--- src/rtl/serial_word_receiver_if.sv ---
// Serial bit stream in, parallel word out with valid/ready, plus sticky status.
// master drives the serial side and QReady/ClearErr; slave is the receiver.
interface serial_word_receiver_if #(parameter int WIDTH = 4);
    logic             SerIn;
    logic             SerValid;
    logic             Dir;
    logic             Flush;
    logic             QReady;
    logic             ClearErr;
    logic [WIDTH-1:0] Q;
    logic             QValid;
    logic             Busy;
    logic             Overrun;
    logic             ParityErr;

    modport master (
        output SerIn, SerValid, Dir, Flush, QReady, ClearErr,
        input  Q, QValid, Busy, Overrun, ParityErr
    );

    modport slave (
        input  SerIn, SerValid, Dir, Flush, QReady, ClearErr,
        output Q, QValid, Busy, Overrun, ParityErr
    );
endinterface

--- src/rtl/serial_word_receiver.sv ---
// Serial-to-parallel word receiver, LSB- or MSB-first, registered Q under valid/ready.
// Latency: Q/QValid update on the edge sampling the last bit; a full Q stalls nothing, it drops and flags Overrun.
// Optional trailing even-parity bit per word: define SER_RX_PARITY_EN.
module serial_word_receiver #(
    parameter int WIDTH = 4
) (
    input  logic                  Clock,
    input  logic                  Reset,
    serial_word_receiver_if.slave bus
);
`ifdef SER_RX_PARITY_EN
    localparam int N = WIDTH + 1;
`else
    localparam int N = WIDTH;
`endif
    localparam int CW = $clog2(N);
    localparam logic [CW-1:0] LAST = CW'(N - 1);

    typedef enum logic {IDLE, SHIFT} state_t;

    state_t           state_q, state_d;
    logic [CW-1:0]    cnt_q, cnt_d;
    logic             order_q, order_d;
    logic [WIDTH-1:0] sr_q, sr_d;
    logic [WIDTH-1:0] q_q, q_d;
    logic             qvld_q, qvld_d;
    logic             ovr_q, ovr_d;
    logic             order_now, take, last, data_bit, deliver;
    logic [WIDTH-1:0] sr_next, word;
`ifdef SER_RX_PARITY_EN
    logic             par_q, par_d, par_next;
    logic             perr_q, perr_d;
`endif

    always_comb begin
        state_d   = state_q;
        cnt_d     = cnt_q;
        order_d   = order_q;
        sr_d      = sr_q;
        q_d       = q_q;
        qvld_d    = qvld_q;
        ovr_d     = ovr_q & ~bus.ClearErr;
        take      = bus.SerValid & ~bus.Flush;
        last      = take && (cnt_q == LAST);
        order_now = (state_q == IDLE) ? bus.Dir : order_q;
        // MSB-first shifts toward the MSB; LSB-first enters at the MSB and walks down
        sr_next   = order_now ? {sr_q[WIDTH-2:0], bus.SerIn} : {bus.SerIn, sr_q[WIDTH-1:1]};
`ifdef SER_RX_PARITY_EN
        par_d     = par_q;
        par_next  = (state_q == IDLE) ? bus.SerIn : (par_q ^ bus.SerIn);
        data_bit  = (cnt_q != CW'(WIDTH));
        word      = sr_q;
`else
        data_bit  = 1'b1;
        word      = sr_next;
`endif
        deliver   = last && (!qvld_q || bus.QReady);

        if (bus.Flush) begin
            state_d = IDLE;
            cnt_d   = '0;
        end else if (bus.SerValid) begin
            if (state_q == IDLE) order_d = bus.Dir;
            if (data_bit) sr_d = sr_next;
`ifdef SER_RX_PARITY_EN
            par_d = par_next;
`endif
            if (last) begin
                state_d = IDLE;
                cnt_d   = '0;
            end else begin
                state_d = SHIFT;
                cnt_d   = cnt_q + CW'(1);
            end
        end

        if (qvld_q && bus.QReady) qvld_d = 1'b0;
        if (deliver) begin
            q_d    = word;
            qvld_d = 1'b1;
        end else if (last) begin
            ovr_d = 1'b1;
        end
`ifdef SER_RX_PARITY_EN
        perr_d = (perr_q & ~bus.ClearErr) | (deliver & par_next);
`endif
    end

    always_ff @(posedge Clock) begin
        if (Reset) begin
            state_q <= IDLE;
            cnt_q   <= '0;
            order_q <= 1'b0;
            sr_q    <= '0;
            q_q     <= '0;
            qvld_q  <= 1'b0;
            ovr_q   <= 1'b0;
`ifdef SER_RX_PARITY_EN
            par_q   <= 1'b0;
            perr_q  <= 1'b0;
`endif
        end else begin
            state_q <= state_d;
            cnt_q   <= cnt_d;
            order_q <= order_d;
            sr_q    <= sr_d;
            q_q     <= q_d;
            qvld_q  <= qvld_d;
            ovr_q   <= ovr_d;
`ifdef SER_RX_PARITY_EN
            par_q   <= par_d;
            perr_q  <= perr_d;
`endif
        end
    end

    assign bus.Q       = q_q;
    assign bus.QValid  = qvld_q;
    assign bus.Busy    = (state_q == SHIFT);
    assign bus.Overrun = ovr_q;
`ifdef SER_RX_PARITY_EN
    assign bus.ParityErr = perr_q;
`else
    assign bus.ParityErr = 1'b0;
`endif
endmodule

--- src/flat_wrapper.sv ---
// flat-port wrapper written by rule: the top's interface ports become plain ports
module serial_word_receiver_flat 
#(
    parameter int WIDTH = 4
)
  (Clock, Reset, bus_SerIn, bus_SerValid, bus_Dir, bus_Flush, bus_QReady, bus_ClearErr, bus_Q, bus_QValid, bus_Busy, bus_Overrun, bus_ParityErr);
  serial_word_receiver_if #(.WIDTH(WIDTH)) bus_i ();
  input  logic Clock;
  input  logic Reset;
  input wire logic [$bits(bus_i.SerIn)-1:0] bus_SerIn;
  input wire logic [$bits(bus_i.SerValid)-1:0] bus_SerValid;
  input wire logic [$bits(bus_i.Dir)-1:0] bus_Dir;
  input wire logic [$bits(bus_i.Flush)-1:0] bus_Flush;
  input wire logic [$bits(bus_i.QReady)-1:0] bus_QReady;
  input wire logic [$bits(bus_i.ClearErr)-1:0] bus_ClearErr;
  output wire logic [$bits(bus_i.Q)-1:0] bus_Q;
  output wire logic [$bits(bus_i.QValid)-1:0] bus_QValid;
  output wire logic [$bits(bus_i.Busy)-1:0] bus_Busy;
  output wire logic [$bits(bus_i.Overrun)-1:0] bus_Overrun;
  output wire logic [$bits(bus_i.ParityErr)-1:0] bus_ParityErr;
  assign bus_i.SerIn = bus_SerIn;
  assign bus_i.SerValid = bus_SerValid;
  assign bus_i.Dir = bus_Dir;
  assign bus_i.Flush = bus_Flush;
  assign bus_i.QReady = bus_QReady;
  assign bus_i.ClearErr = bus_ClearErr;
  assign bus_Q = bus_i.Q;
  assign bus_QValid = bus_i.QValid;
  assign bus_Busy = bus_i.Busy;
  assign bus_Overrun = bus_i.Overrun;
  assign bus_ParityErr = bus_i.ParityErr;
  serial_word_receiver #(.WIDTH(WIDTH)) u_core (.Clock(Clock), .Reset(Reset), .bus(bus_i));
endmodule
--- config.mk ---
export PLATFORM = sky130hd
export DESIGN_NAME = serial_word_receiver_flat
export DESIGN_NICKNAME = d
export VERILOG_FILES = /design/src/rtl/serial_word_receiver_if.sv /design/src/rtl/serial_word_receiver.sv /design/src/flat_wrapper.sv
export SDC_FILE = /design/constraint.sdc
export NUM_CORES = 1
export LEC_CHECK = 0
export CAP_MARGIN = 20
export CORE_MARGIN = 2
export CORE_UTILIZATION = 40
export DETAILED_ROUTE_END_ITERATION = 6
export GPL_ROUTABILITY_DRIVEN = 0
export PLACE_DENSITY = 0.65
export SKIP_LAST_GASP = 1
export SYNTH_ARGS = -nofsm -noshare
export SYNTH_HDL_FRONTEND = slang
export SYNTH_SLANG_ARGS = --single-unit
--- constraint.sdc ---
create_clock -name Clock -period 3.55 [get_ports Clock]
set_clock_uncertainty 0.1 [all_clocks]
set_input_delay 0.355 -clock Clock [delete_from_list [all_inputs] [get_ports Clock]]
set_output_delay 0.355 -clock Clock [all_outputs]
set_load 0.02 [all_outputs]
==> results_dict.tcl, run 1 <==
set metrics [dict create \
    die_area_um2 1852 \
    fillCellCount 143 \
    dieWidth_um 43.03 \
    hp-class "reg -> reg" \
    finalCritPeriodShare 0.5020 \
    p_comb_frac 0.112 \
    drtAntennaViolNets 0 \
    area_growth_pct 27.31 \
    start_util 0.4141 \
    drt-initial-drc-count 10 \
    core_area_um2 1471 \
    dp_slack_ps 1707 \
    synth_most_common_cell "dfxtp_1" \
    hold_viol 0 \
    cp_top_family "buffers and inverters" \
    clkSinkCount 14 \
    yosys_register_bits 14 \
    drc 0 \
    cellInternalPower_uw 242.4 \
    numPortBuffers 14 \
    syn_avg_cell_area_um2 10.16 \
    grt_start_max_net_pins 18 \
    dr.pass1.iters 5 \
    postCtsSetupRepairBufs 0 \
    grt_remaining_overflow 0 \
    drive_gt1_frac 0.09459 \
    status "complete, no violations" \
    synth_cell_types 21 \
    cts_tree "built" \
    path_cells "clkdlybuf4s50_1" \
    rsz0062_at_grt "false" \
    fp.dieH_um 43.03 \
    finalSetupViolations 0 \
    dp_hpwl_um 778.1 \
    pwr-share-seq 0.528 \
    syn_inst 60 \
    swShare 0.2268 \
    nNetsFinal 84 \
    synth_edf_count 0 \
    holdWs_ps 375.7 \
    yosysSeqAreaShare 0.4600 \
    yosys-top-cells-area "dfxtp_1 (46%), a211oi_1 (11%), mux2i_1 (8.2%)" \
    root_buffer "clkbuf_4" \
    path_clk_slew_ps 90 \
    fin_tns_setup_ps 0 \
    cp.buffers_inverters 1 \
    max-vdd-ir-drop_mv 0.2240 \
    num_vias 482 \
    clk_latency_ps 280 \
    synth_top_area_frac 0.4600 \
    cts_buffer_depth 2 \
    path_class "reg -> out" \
    p_per_area_nw_per_um2 404.1 \
    synthTopCellsByCount "dfxtp_1 (14), a211oi_1 (9), nor2_1 (6)" \
    yosysWarnings 0 \
    fmax_mhz 561.1 \
    crit_required_ps 3090 \
    cp_max_fo 3 \
    cts_max_level 1 \
    p_leak_uw 0.0002787 \
    antenna_cells 0 \
    crit_path_end_kind "output port" \
    cp.arrival_ps 1330 \
    worst_slack_ps 1768 \
    cts_made_buffers 3 \
    crit_path_start_kind "flip-flop" \
    cts_resized 0 \
    cp_slowest_stage_delay_ps 630 \
    cts_hold_buffers 0 \
    wl_per_cell_um 12.61 \
    maxCapViolCount 0 \
    antenna_found_initial 0 \
    drt-vias-per-instance 5.356 \
    switchingPower_uw 71.09 \
    post-place-cells 86 \
    utilization 0.5272 \
    clkPwrFrac 0.360 \
    synthArstFlopShare 0 \
    row_count 14 \
    cpMaxStageDelayCell "clkdlybuf4s50_1" \
    synth_ff_type "dfxtp_1" \
    stdcell_count 90 \
    track_usage 0.1509 \
    period_needed_ps 1782 \
    grt_pass1_wl_um 2001 \
    synth_fp_nets 69 \
    synth.cell_area_um2 609.3 \
    slew_viol_final 0 \
    yosysTopAreaCell "dfxtp_1" \
    grt_pass1_vias 487 \
    routed_wirelength_um 1135 \
    ios 16 \
]
## stage by stage
stage          total power (uW)  instance area (um2)
5_1_grt                   335.9                775.7
6_report                  313.5                775.7
3_3_place_gp              203.8                739.5
2_1_floorplan             192.5                609.3
3_5_place_dp              204.3                739.5
4_1_cts                   319.0                775.7
## layer usage
layer / up-vias / share of wire / global-route usage
li1: 248 / - / -
met5: - / 0 / 0
met1: 213 / 0.49 / 0.1789
met4: 0 / 0.013 / 0.1030
met2: 19 / 0.42 / 0.2182
met3: 2 / 0.073 / 0.06383
## worst paths after layout
check                     start            endpoint  slack (ps)  depth (start not counted)
max             u_core.bus.Busy            bus_Busy        1770                          1
min          u_core.bus.Overrun  u_core.bus.Overrun         380                          2
max reg2reg     u_core.bus.Busy      u_core.sr_q[0]        2110                          3
min reg2reg  u_core.bus.Overrun  u_core.bus.Overrun         380                          2
## area by class of cell
cell class              instances  area, um2  area share
inverters                       1      3.754    0.004839
flip-flops and latches         14      280.3      0.3613
repair buffers                 15      147.6      0.1903
well taps                      16      20.02     0.02581
clock buffers                   4      36.28     0.04677
multi-input cells              40      287.8      0.3710
## flip-flops by register name, summed over array words and instances, names as in the netlist
| register | count |
|---|---|
| u_core.bus.Q | 4 |
| u_core.sr_q | 4 |
| u_core.cnt_q | 2 |
| u_core.bus.Busy | 1 |
| u_core.bus.Overrun | 1 |
| u_core.bus.QValid | 1 |
| u_core.order_q | 1 |
## layout by cell type, fill, tap and decap left out, drive strengths merged, types with 2 or more instances in the layout
cell and count:
a21oi 3, clkbuf 4, nor3 2, nor2 6, a211oi 9, nand2b 2
clkdlybuf4s50 14, dfxtp 14, mux2i 6, a31oi 4
## power groups by stage
stage	clock, uW	combinational, uW	sequential, uW
6_report	113	35.1	166
5_1_grt	131	38.6	166
4_1_cts	118	35.2	166
3_5_place_dp	0	35.1	169
3_3_place_gp	0	34.5	169
2_1_floorplan	0	23.0	169
## kinds of logic after synthesis
group	share of synthesized area
DFF	0.4600
muxes	0.1191
other	0.006154
adders and majority gates	0.02053
AOI/OAI and AO/OA	0.1909
and+or+nand+nor	0.1355
buffers and inverters	0.06775
Power figures use the tool's default switching activity.
==> run 2: changes to the inputs <==
==> constraint.sdc (replaced) <==
create_clock -name Clock -period 1.64 [get_ports Clock]
set_clock_uncertainty 0.1 [all_clocks]
set_input_delay 0.164 -clock Clock [delete_from_list [all_inputs] [get_ports Clock]]
set_output_delay 0.164 -clock Clock [all_outputs]
set_load 0.02 [all_outputs]
==> run 2 against run 1 <==
Effect of this change: power up 100%; clock power increased by 69%; first-iteration DRC count down 40%; cell area increased by 3.1%; wire length shrank 2.6%; global-route usage fell by 1.7 points; critical endpoint unchanged; flip-flop and latch count is the same; worst hold slack lost 1.2 ps; die area unchanged.
==> results_dict.tcl, run 2 (same netlist as run 1, synthesis figures left out) <==
set metrics [dict create \
    grt_start_max_net_pins 13 \
    min_from "u_core.bus.Overrun" \
    cts_buffer_depth 2 \
    area_growth_pct 31.21 \
    numPortBuffers 14 \
    drt-vias-per-instance 5.340 \
    fin_tns_setup_ps 0 \
    dp_hpwl_um 802.5 \
    period_needed_ps 1585 \
    ios 16 \
    finalSetupViolations 0 \
    track_usage 0.1341 \
    hp-class "reg -> reg" \
    maxCapViolCount 0 \
    layout_common_cells "clkdlybuf4s50_1 (14), dfxtp_1 (14), a211oi_1 (9)" \
    drt-initial-drc-count 6 \
    finalCritPeriodShare 0.9662 \
    fp.dieH_um 43.03 \
    fmax_mhz 631.1 \
    grt_pass1_wl_um 1807 \
    cpMaxStageDelayCell "clkdlybuf4s50_1" \
    cts_hold_buffers 0 \
    root_buffer "clkbuf_4" \
    cts_made_buffers 3 \
    crit_path_end_kind "output port" \
    dieWidth_um 43.03 \
    max-vdd-ir-drop_mv 0.3433 \
    dpl-instance-area_um2 777.0 \
    dr.pass1.iters 4 \
    cp_max_fo 3 \
    cts_max_level 1 \
    swShare 0.2393 \
    path_clk_slew_ps 80 \
    postCtsSetupRepairBufs 0 \
    clk_latency_ps 280 \
    switchingPower_uw 151.7 \
    grt_pass1_vias 467 \
    rsz0062_at_grt "false" \
    antenna_cells 0 \
    cts_resized 0 \
    cp_slowest_stage_delay_ps 630 \
    cp.arrival_ps 1320 \
    drive_gt1_frac 0.1410 \
    p_comb_frac 0.133 \
    drc 0 \
    hold_viol 0 \
    power.total_uw 634.1 \
    fillCellCount 142 \
    cellInternalPower_uw 482.4 \
    clkPwrFrac 0.301 \
    cp_top_family "buffers and inverters" \
    status "complete, no violations" \
    cp.buffers_inverters 1 \
    routed_wirelength_um 1105 \
    final_area_um2 799.5 \
    drtAntennaViolNets 0 \
    row_count 14 \
    nNetsFinal 89 \
    cp-startpoint "u_core.bus.Busy" \
    slew_viol_final 0 \
    grt_remaining_overflow 0 \
    cts_tree "built" \
    die_area_um2 1852 \
    holdWs_ps 374.5 \
    p_per_area_nw_per_um2 793.1 \
    pwr-share-seq 0.566 \
    p_leak_uw 0.0002962 \
    wl_per_cell_um 11.76 \
    crit_required_ps 1380 \
    core_area_um2 1471 \
    start_util 0.4141 \
    path_cells "clkdlybuf4s50_1" \
    path_class "reg -> out" \
    antenna_found_initial 0 \
    clkSinkCount 14 \
    num_vias 502 \
    r2r_start "u_core.bus.Busy" \
    crit_path_start_kind "flip-flop" \
]
## run 2: cell types whose count changed in the layout (fill, tap and decap cells not counted), sizes merged
cell	change
buf	+5
clkbuf	-1
## run 2: final cells by class
cell class / count / area, um2 / area share
multi-input combinational: 40 / 287.8 / 0.3599
sequential: 14 / 280.3 / 0.3505
timing repair buffer: 20 / 185.2 / 0.2316
clock buffer: 3 / 22.52 / 0.02817
tap: 16 / 20.02 / 0.02504
inverter: 1 / 3.754 / 0.004695
## run 2: final timing paths
path | end | slack (ps) | cells past startpoint
worst max register to register | u_core.bus.Q[0] | 240 | 3
worst max-delay path | bus_Busy | 60 | 1
worst min register to register | u_core.bus.Overrun | 370 | 2
worst min-delay path | u_core.bus.Overrun | 370 | 2
## run 2: metrics by stage
| step | cells | util | worst slack, ps |
|---|---|---|---|
| finish | 94 | 0.5434 | 55.38 |
| global route | 94 | 0.5434 | 3.140 |
| CTS | 94 | 0.5434 | 46.80 |
| detailed placement | 91 | 0.5281 | 116.4 |
| global placement | 91 | 0.5281 | 125.0 |
| floorplan | 60 | - | 225.7 |
## run 2: per-layer routing
layer / GRT usage / share of wire / vias up
met5: 0 / 0 / -
met4: 0.1091 / 0.032 / 0
met3: 0.02553 / 0.066 / 5
met2: 0.1939 / 0.41 / 21
met1: 0.1706 / 0.49 / 222
li1: - / - / 254
## run 2: power groups by stage
stage                     sequential (uW)  clock, uW  combinational, uW
after detailed placement              367          0               84.1
after CTS                             359        195               84.8
after global placement                367          0               83.7
final                                 359        191               84.4
after floorplan                       367          0               49.9
after global routing                  360        215               92.0
==> run 3: changes to the inputs <==
--- a/config.mk
+++ b/config.mk
@@ -5,12 +5,14 @@
 export SDC_FILE = /design/constraint.sdc
 export NUM_CORES = 1
 export LEC_CHECK = 0
+export ABC_CLOCK_PERIOD_IN_PS = 1640
 export CAP_MARGIN = 20
 export CORE_MARGIN = 2
 export CORE_UTILIZATION = 40
 export DETAILED_ROUTE_END_ITERATION = 6
+export DONT_BUFFER_PORTS = 1
 export GPL_ROUTABILITY_DRIVEN = 0
-export PLACE_DENSITY = 0.65
+export PLACE_DENSITY = 0.51
 export SKIP_LAST_GASP = 1
 export SYNTH_ARGS = -nofsm -noshare
 export SYNTH_HDL_FRONTEND = slang
==> run 3 against run 2 <==
Effect of this change: largest power group unchanged; cell count shrank 12%; wire length up 0.18%; highest routed layer is now met3; critical path type is now reg -> reg; worst hold slack lost 360 ps; flip-flop and latch count did not move.
==> results_dict.tcl, run 3 (same netlist as run 1, synthesis figures left out) <==
set metrics [dict create \
    status "complete, no violations" \
    cts_max_level 1 \
    crit_required_ps 1680 \
    p_per_area_nw_per_um2 956.2 \
    drive_gt1_frac 0.1343 \
    clk_latency_ps 280 \
    power.total_uw 670.0 \
    area_growth_pct 14.99 \
    layout_common_cells "dfxtp_1 (14), a211oi_1 (9), nor2_1 (6)" \
    met3_usage 0.07234 \
    ios 16 \
    maxSlewHeadroom 0.6664 \
    numPortBuffers 0 \
    routed_wirelength_um 1107 \
    drt-vias-per-instance 5.410 \
    row_count 14 \
    p_leak_uw 0.0002590 \
    drt-initial-drc-count 11 \
    die_area_um2 1852 \
    finalCritPeriodShare 0.8365 \
    grt_start_max_net_pins 18 \
    cts_tree "built" \
    fp.dieH_um 43.03 \
    cp.arrival_ps 1410 \
    grt_remaining_overflow 0 \
    wl_per_cell_um 13.34 \
    nNetsFinal 77 \
    clkSinkCount 14 \
    max-vdd-ir-drop_mv 0.7116 \
    path_clk_slew_ps 90 \
    postCtsSetupRepairBufs 0 \
    rsz0062_at_grt "false" \
    root_buffer "clkbuf_4" \
    dieWidth_um 43.03 \
    hp-class "in -> reg" \
    dr.pass1.iters 4 \
    crit_path_end_kind "flip-flop" \
    worst_slew_pin_slew_ps 498.8 \
    fmax_mhz 728.9 \
    worst_slack_ps 268.1 \
    antenna_found_initial 0 \
    num_vias 449 \
    hold_viol 0 \
    slew_viol_final 0 \
    cp-startpoint "u_core.bus.Busy" \
    path_class "reg -> reg" \
    grt_pass1_vias 430 \
    drc 0 \
    min_from "bus_SerValid" \
    cts_made_buffers 3 \
    use_met1 0.1873 \
    track_usage 0.1440 \
    dp_slack_ps 323.0 \
    grt-busiest-layer "met2" \
    cp_max_fo 5 \
    drtAntennaViolNets 0 \
    maxCapViolCount 0 \
    period_needed_ps 1372 \
    dp_hpwl_um 762.8 \
    start_util 0.4141 \
    grt_pass1_wl_um 1973 \
    grt_use_met2 0.2121 \
    finalSetupViolations 0 \
    crit_path_start_kind "flip-flop" \
    final_common_cell "dfxtp_1" \
    cts_buffer_depth 2 \
    fin_tns_setup_ps 0 \
    antenna_cells 0 \
    core_area_um2 1471 \
    r2r_start "u_core.bus.Busy" \
]
## run 3: changes by cell type in the layout (fill, tap and decap cells not counted)
cell,change
clkdlybuf4s50_1,-14
dlygate4sd3_1,+5
buf_4,-3
clkbuf_8,+1
## run 3: critical path, stage by stage (launching register included)
cell and delay (ps):
dfxtp_1 400, mux2i_4 340, mux2i_1 290, a211oi_1 100
## run 3: final timing paths
| path | to | slack (ps) | depth (start not counted) |
|---|---|---|---|
| setup / recovery | u_core.sr_q[3] | 270 | 3 |
| hold / removal | u_core.cnt_q[1] | 10 | 2 |
| setup reg to reg | u_core.sr_q[3] | 270 | 3 |
| hold reg to reg | u_core.sr_q[3] | 410 | 2 |
## run 3: metrics by stage
stage,utilization,hold WS (ps),cells,area (um2)
detailed placement,0.4175,136.7,74,614.3
global route,0.4762,38.66,83,700.7
global placement,0.4175,135.1,74,614.3
finish,0.4762,10.01,83,700.7
floorplan,-,136.8,60,609.3
CTS,0.4762,4.686,83,700.7
## run 3: cell type report
type,count,area (um2)
Sequential cell,14,280.3
Clock buffer,4,36.28
Inverter,1,3.754
Tap cell,16,20.02
Timing Repair Buffer,8,72.57
Multi-Input combinational cell,40,287.8
Fill cell,149,770.7
## run 3: power breakdown
| group | total (uW) | switching (uW) | internal, uW |
|---|---|---|---|
| clock | 246 | 111 | 135 |
| combinational | 65.0 | 33.0 | 32.0 |
| sequential | 359 | 8.08 | 351 |
| total | 670 | 152 | 518 |
## run 3: layer usage
metal	routed length (um)	vias to the layer above
met4	0	0
li1	-	235
met2	468	15
met3	87	0
met1	550	199
met5	0	-
## run 3: timing repair
action / in CTS / in global routing
hold buffers: 5 / 0
hold endpoints to repair: 14 / 0
resized for setup: 0 / 0
